==> config.mk <==
export PLATFORM = sky130hd
export DESIGN_NAME = core_seq
export DESIGN_NICKNAME = d
export VERILOG_FILES = /design/src/rtl/core_seq.sv
export SDC_FILE = /design/constraint.sdc
export NUM_CORES = 1
export LEC_CHECK = 0
export ABC_AREA = 1
export CAP_MARGIN = 40
export CORE_UTILIZATION = 40
export DETAILED_ROUTE_END_ITERATION = 6
export GPL_TIMING_DRIVEN = 0
export PLACE_DENSITY = 0.69
export SLEW_MARGIN = 20
export SYNTH_ARGS = -nofsm -noshare
export SYNTH_HDL_FRONTEND = slang
export SYNTH_SLANG_ARGS = --single-unit
==> constraint.sdc <==
create_clock -name clk -period 2.98 [get_ports clk]
set_clock_uncertainty 0.15 [all_clocks]
set_input_delay 0.894 -clock clk [delete_from_list [all_inputs] [get_ports clk]]
set_output_delay 0.894 -clock clk [all_outputs]
set_load 0.01 [all_outputs]
==> src/rtl/core_seq.sv <==
// core_seq: multi-cycle fetch/decode/execute/memory/write-back sequencer for the RV32I core.
// All control outputs are flops updated together with the state register.
module core_seq #(
   parameter logic [31:0] BOOT_PC  = 32'h0000_0000,
   parameter int unsigned MAX_WAIT = 255
) (
   input  logic        clk,
   input  logic        rst_n,
   output logic        imem_req,
   output logic [31:0] imem_addr,
   input  logic        imem_ack,
   input  logic [31:0] imem_rdata,
   output logic [31:0] ir,
   input  logic        illegal,
   input  logic        is_load,
   input  logic        is_store,
   input  logic        wb_en,
   input  logic [31:0] next_pc,
   output logic [31:0] pc,
   output logic        dmem_req,
   output logic        dmem_we,
   input  logic        dmem_ack,
   output logic        rf_we,
   output logic        retire,
   output logic [31:0] instret,
   output logic        fault,
   output logic [1:0]  fault_cause
);

   localparam int unsigned CNT_W = 8;
   localparam logic [CNT_W-1:0] WAIT_LAST = CNT_W'(MAX_WAIT - 1);
   localparam logic [31:0] NOP = 32'h0000_0013;

   typedef enum logic [2:0] {
      S_IDLE, S_FETCH, S_DECODE, S_EXEC, S_MEM, S_WB, S_FAULT
   } state_t;

   state_t           state;
   logic [CNT_W-1:0] wait_cnt;

   // Fetch address is the architectural PC.
   assign imem_addr = pc;

   // Sequencer: state, wait counter, PC/IR/instret and all registered strobes.
   always_ff @(posedge clk or negedge rst_n) begin
      if (!rst_n) begin
         state       <= S_IDLE;
         wait_cnt    <= '0;
         pc          <= BOOT_PC;
         ir          <= NOP;
         instret     <= '0;
         imem_req    <= 1'b0;
         dmem_req    <= 1'b0;
         dmem_we     <= 1'b0;
         rf_we       <= 1'b0;
         retire      <= 1'b0;
         fault       <= 1'b0;
         fault_cause <= 2'b00;
      end else begin
         rf_we  <= 1'b0;
         retire <= 1'b0;
         case (state)
            S_IDLE: begin
               state    <= S_FETCH;
               imem_req <= 1'b1;
               wait_cnt <= '0;
            end
            S_FETCH: begin
               // An ack in the last allowed cycle still wins over the timeout.
               if (imem_ack) begin
                  ir       <= imem_rdata;
                  imem_req <= 1'b0;
                  state    <= S_DECODE;
               end else if (wait_cnt == WAIT_LAST) begin
                  imem_req    <= 1'b0;
                  fault       <= 1'b1;
                  fault_cause <= 2'b10;
                  state       <= S_FAULT;
               end else begin
                  wait_cnt <= wait_cnt + CNT_W'(1);
               end
            end
            S_DECODE: begin
               if (illegal) begin
                  fault       <= 1'b1;
                  fault_cause <= 2'b01;
                  state       <= S_FAULT;
               end else begin
                  state <= S_EXEC;
               end
            end
            S_EXEC: begin
               if (is_load || is_store) begin
                  dmem_req <= 1'b1;
                  dmem_we  <= is_store;
                  wait_cnt <= '0;
                  state    <= S_MEM;
               end else begin
                  rf_we  <= wb_en;
                  retire <= 1'b1;
                  state  <= S_WB;
               end
            end
            S_MEM: begin
               if (dmem_ack) begin
                  dmem_req <= 1'b0;
                  dmem_we  <= 1'b0;
                  rf_we    <= wb_en;
                  retire   <= 1'b1;
                  state    <= S_WB;
               end else if (wait_cnt == WAIT_LAST) begin
                  dmem_req    <= 1'b0;
                  dmem_we     <= 1'b0;
                  fault       <= 1'b1;
                  fault_cause <= 2'b11;
                  state       <= S_FAULT;
               end else begin
                  wait_cnt <= wait_cnt + CNT_W'(1);
               end
            end
            S_WB: begin
               pc       <= next_pc;
               instret  <= instret + 32'd1;
               imem_req <= 1'b1;
               wait_cnt <= '0;
               state    <= S_FETCH;
            end
            S_FAULT: begin
               state <= S_FAULT;
            end
            default: begin
               imem_req <= 1'b0;
               dmem_req <= 1'b0;
               dmem_we  <= 1'b0;
               fault    <= 1'b1;
               state    <= S_FAULT;
            end
         endcase
      end
   end

endmodule

==> results.tsv <==
metric	value	unit
synthesis_warnings	0	
timing.slew.headroom	0.6363	
cts_buffer_count	17	
clk_latency	0.41	ns
regToRegStartpoint	state[2]	
path_class	reg -> out	
crit_fanout	2	
route.vias.total	5075	
diodes	0	
worst_path_max_stage_delay	0.55	ns
seq_area_frac_synth	0.4863	
routabilityCongestion	0.8413	
status	completed	
dp.cells	1070	
cts.htree.levels	4	
grt_max_degree	59	
post-route-period-util	0.8496	
worstPathCellList	clkdlybuf4s50_1	
power_density	979.3	mW/mm2
fraction_of_final_layout_cells_sized_beyond_drive_strength_1	0.1612	
worst_ep_required_time	1.94	ns
crit_path_top_delay_cell	sky130_fd_sc_hd__clkdlybuf4s50_1	
layout-area-overhead-vs-synth	50.82	%
layout.nets	980	
crit_family	buffers and inverters	
post-cts-setup-buffer-count	0	
sequential_cell_area	0.002882	mm2
coreArea	0.01448	mm2
drc_errors	0	
cts-hold-fix-buffers	0	
place.detailed.hpwl	10.78	mm
ys_ff_latch	115	
tightestPinTransition	0.5456	ns
synth_flop_cell	sky130_fd_sc_hd__dfrtp_1	
synthesis.instances	678	
worstSetupStartpoint	ir[1]	
totalWireLength	14.36	mm
max-vdd-ir-drop	0.0006176	V
placementRows	44	
crit_arrival	1.49	ns
port-buffer-count	207	
grt_pass1_vias	4587	
grt_antenna_before_repair	0	
post_cts.resized_instances	0	
clk_pin_slew_worst_paths	0.05	ns
grt_setup_unrepaired	no	
route.detailed.vias_per_inst	4.605	
setup.worst_path.start_class	register	
global_route_wire_length_before_repair	22.36	mm
synth_edf_count	0	
initialDrtViolationCount	259	
layout_setup_ws	0.4483	ns
cts_root_buf	sky130_fd_sc_hd__clkbuf_16	
gr-usage-all-layers	0.1881	
top_level_ports	208	
synth_area_per_cell	8.740	um2
post_drt_wl_per_cell	13.03	um
fp.dieH	123.7	um
final_core_util	0.6173	
layout.filler_cells	1252	
leakage	0.004271	uW
clockBufferDepth	2	
width_of_the_chip	123.7	um
die_area	0.01531	mm2
multiInputGateArea	0.002452	mm2
syn_area	0.005926	mm2
netlist-cell-type-count	38	
grt_remaining_overflow	0	
cp_num_buf_inv	1	
tritoncts	yes	
numClockSinks	115	
slew_violations	0	
postSynthNetCount	753	
fin_total_pwr	8752	uW
hold_class	in -> async	
crit_path_end_kind	output port	
post-route-min-period	2.532	ns
drt_pre_antenna_iters	5	
start_util	0.4093	
max_freq	0.3950	GHz
ant_nets	0	
dp_worst_setup_slack	0.4973	ns
final_count_of_hold_timing_violations	0	
finalSetupViolations	0	
async_flop_share	1.000	
stdcell_count	1102	
cap_viol_max_count	0	
==> area by class of cell <==
type | instances | area share
plain buffers | 45 | 0.03976
clock buffers | 24 | 0.05726
clock inverters | 8 | 0.01890
inverters | 63 | 0.02646
multi-input cells | 455 | 0.2744
flip-flops and latches | 115 | 0.3224
well taps | 184 | 0.02576
repair buffers | 208 | 0.2351
==> power breakdown <==
group / total (uW) / internal, uW / leakage, uW / switching (uW)
logic: 3910 / 2250 / 0.00248 / 1660
clock network: 2300 / 1620 / 0.000336 / 688
registers: 2540 / 2130 / 0.00146 / 409
total: 8750 / 6000 / 0.00427 / 2750
==> cell usage in the layout (no fill, tap or decap), types with 3 or more instances in the layout <==
master / n
sky130_fd_sc_hd__bufinv_16: 5
sky130_fd_sc_hd__clkbuf_8: 6
sky130_fd_sc_hd__nand4_1: 13
sky130_fd_sc_hd__nand3b_1: 3
sky130_fd_sc_hd__buf_12: 3
sky130_fd_sc_hd__nand2_2: 14
sky130_fd_sc_hd__inv_2: 4
sky130_fd_sc_hd__inv_1: 59
sky130_fd_sc_hd__nor2_1: 57
sky130_fd_sc_hd__dfstp_2: 3
sky130_fd_sc_hd__mux2_4: 29
sky130_fd_sc_hd__buf_4: 33
sky130_fd_sc_hd__nor3_1: 7
sky130_fd_sc_hd__mux2_2: 3
sky130_fd_sc_hd__clkdlybuf4s50_1: 206
sky130_fd_sc_hd__buf_2: 5
sky130_fd_sc_hd__nand2_1: 246
sky130_fd_sc_hd__clkbuf_1: 4
sky130_fd_sc_hd__nand3_1: 29
sky130_fd_sc_hd__ha_1: 3
sky130_fd_sc_hd__dfrtp_1: 112
sky130_fd_sc_hd__clkbuf_16: 17
sky130_fd_sc_hd__xor2_1: 11
sky130_fd_sc_hd__nor2_2: 8
sky130_fd_sc_hd__o21ai_0: 5
sky130_fd_sc_hd__xnor2_1: 5
sky130_fd_sc_hd__o21ai_2: 3
sky130_fd_sc_hd__o21bai_1: 3
==> synthesized netlist by cell type (4+ instances only) <==
| cell type | n | area share |
|---|---|---|
| sky130_fd_sc_hd__xor2_1 | 11 | 0.016 |
| sky130_fd_sc_hd__nand4_1 | 13 | 0.014 |
| sky130_fd_sc_hd__xnor2_1 | 5 | 0.0074 |
| sky130_fd_sc_hd__nand2_1 | 246 | 0.16 |
| sky130_fd_sc_hd__inv_2 | 4 | 0.0025 |
| sky130_fd_sc_hd__nand2_2 | 14 | 0.015 |
| sky130_fd_sc_hd__nor2_2 | 8 | 0.0084 |
| sky130_fd_sc_hd__nor2_1 | 57 | 0.036 |
| sky130_fd_sc_hd__dfrtp_1 | 112 | 0.47 |
| sky130_fd_sc_hd__o21ai_0 | 5 | 0.0042 |
| sky130_fd_sc_hd__nand3_1 | 29 | 0.024 |
| sky130_fd_sc_hd__buf_4 | 33 | 0.042 |
| sky130_fd_sc_hd__buf_2 | 5 | 0.0042 |
| sky130_fd_sc_hd__mux2_4 | 29 | 0.073 |
| sky130_fd_sc_hd__inv_1 | 59 | 0.037 |
| sky130_fd_sc_hd__nor3_1 | 7 | 0.0059 |
==> kinds of logic (layout without fill, tap and decap cells) <==
kind of cell,after synthesis,count (layout),share of synthesized area
AOI/OAI and AO/OA,18,18,0.02154
xor gates and xnor gates,16,16,0.02365
adders and majority gates,3,3,0.006335
buffers and inverters,108,348,0.09987
DFF,115,115,0.4863
muxes,32,32,0.07918
and+or+nand+nor,386,386,0.2832
==> state kept, by name, indices dropped and copies added, names as in the netlist <==
name / flops
instret: 32
state: 3
retire: 1
dmem_req: 1
rf_we: 1
imem_req: 1
fault: 1
fault_cause: 2
imem_addr: 32
dmem_we: 1
ir: 32
wait_cnt: 8
==> path summary, 6_finish.rpt <==
kind                       cells after the start              to  slack, ns
setup / recovery                               1           ir[1]       0.45
hold / removal                                 1   imem_addr[11]       0.29
setup reg to reg                               7     instret[25]       1.09
hold reg to reg                                2  fault_cause[0]       0.32
max in group asynchronous                      2      instret[9]       1.71
min in group clk                               2  fault_cause[0]       0.32
==> routing by layer <==
metal  global-route usage  share of wire  vias to the layer above
met5                    0              0                        -
met4              0.03840         0.0047                        0
met3              0.04945          0.061                        8
met2               0.3049           0.48                      153
met1               0.2524           0.46                     2368
li1                     -              -                     2546
==> per-stage QoR <==
| stage | hold slack (ns) | setup TNS (ns) | area [um2] |
|---|---|---|---|
| after floorplan | 0.3267 | 0 | 5926 |
| after global placement | 0.3061 | -422.28 | 8228 |
| after detailed placement | 0.3107 | 0 | 8257 |
| after CTS | 0.3137 | 0 | 8937 |
| after global routing | 0.3343 | 0 | 8937 |
| final | 0.2909 | 0 | 8937 |
(Power assumes the default switching activity.)
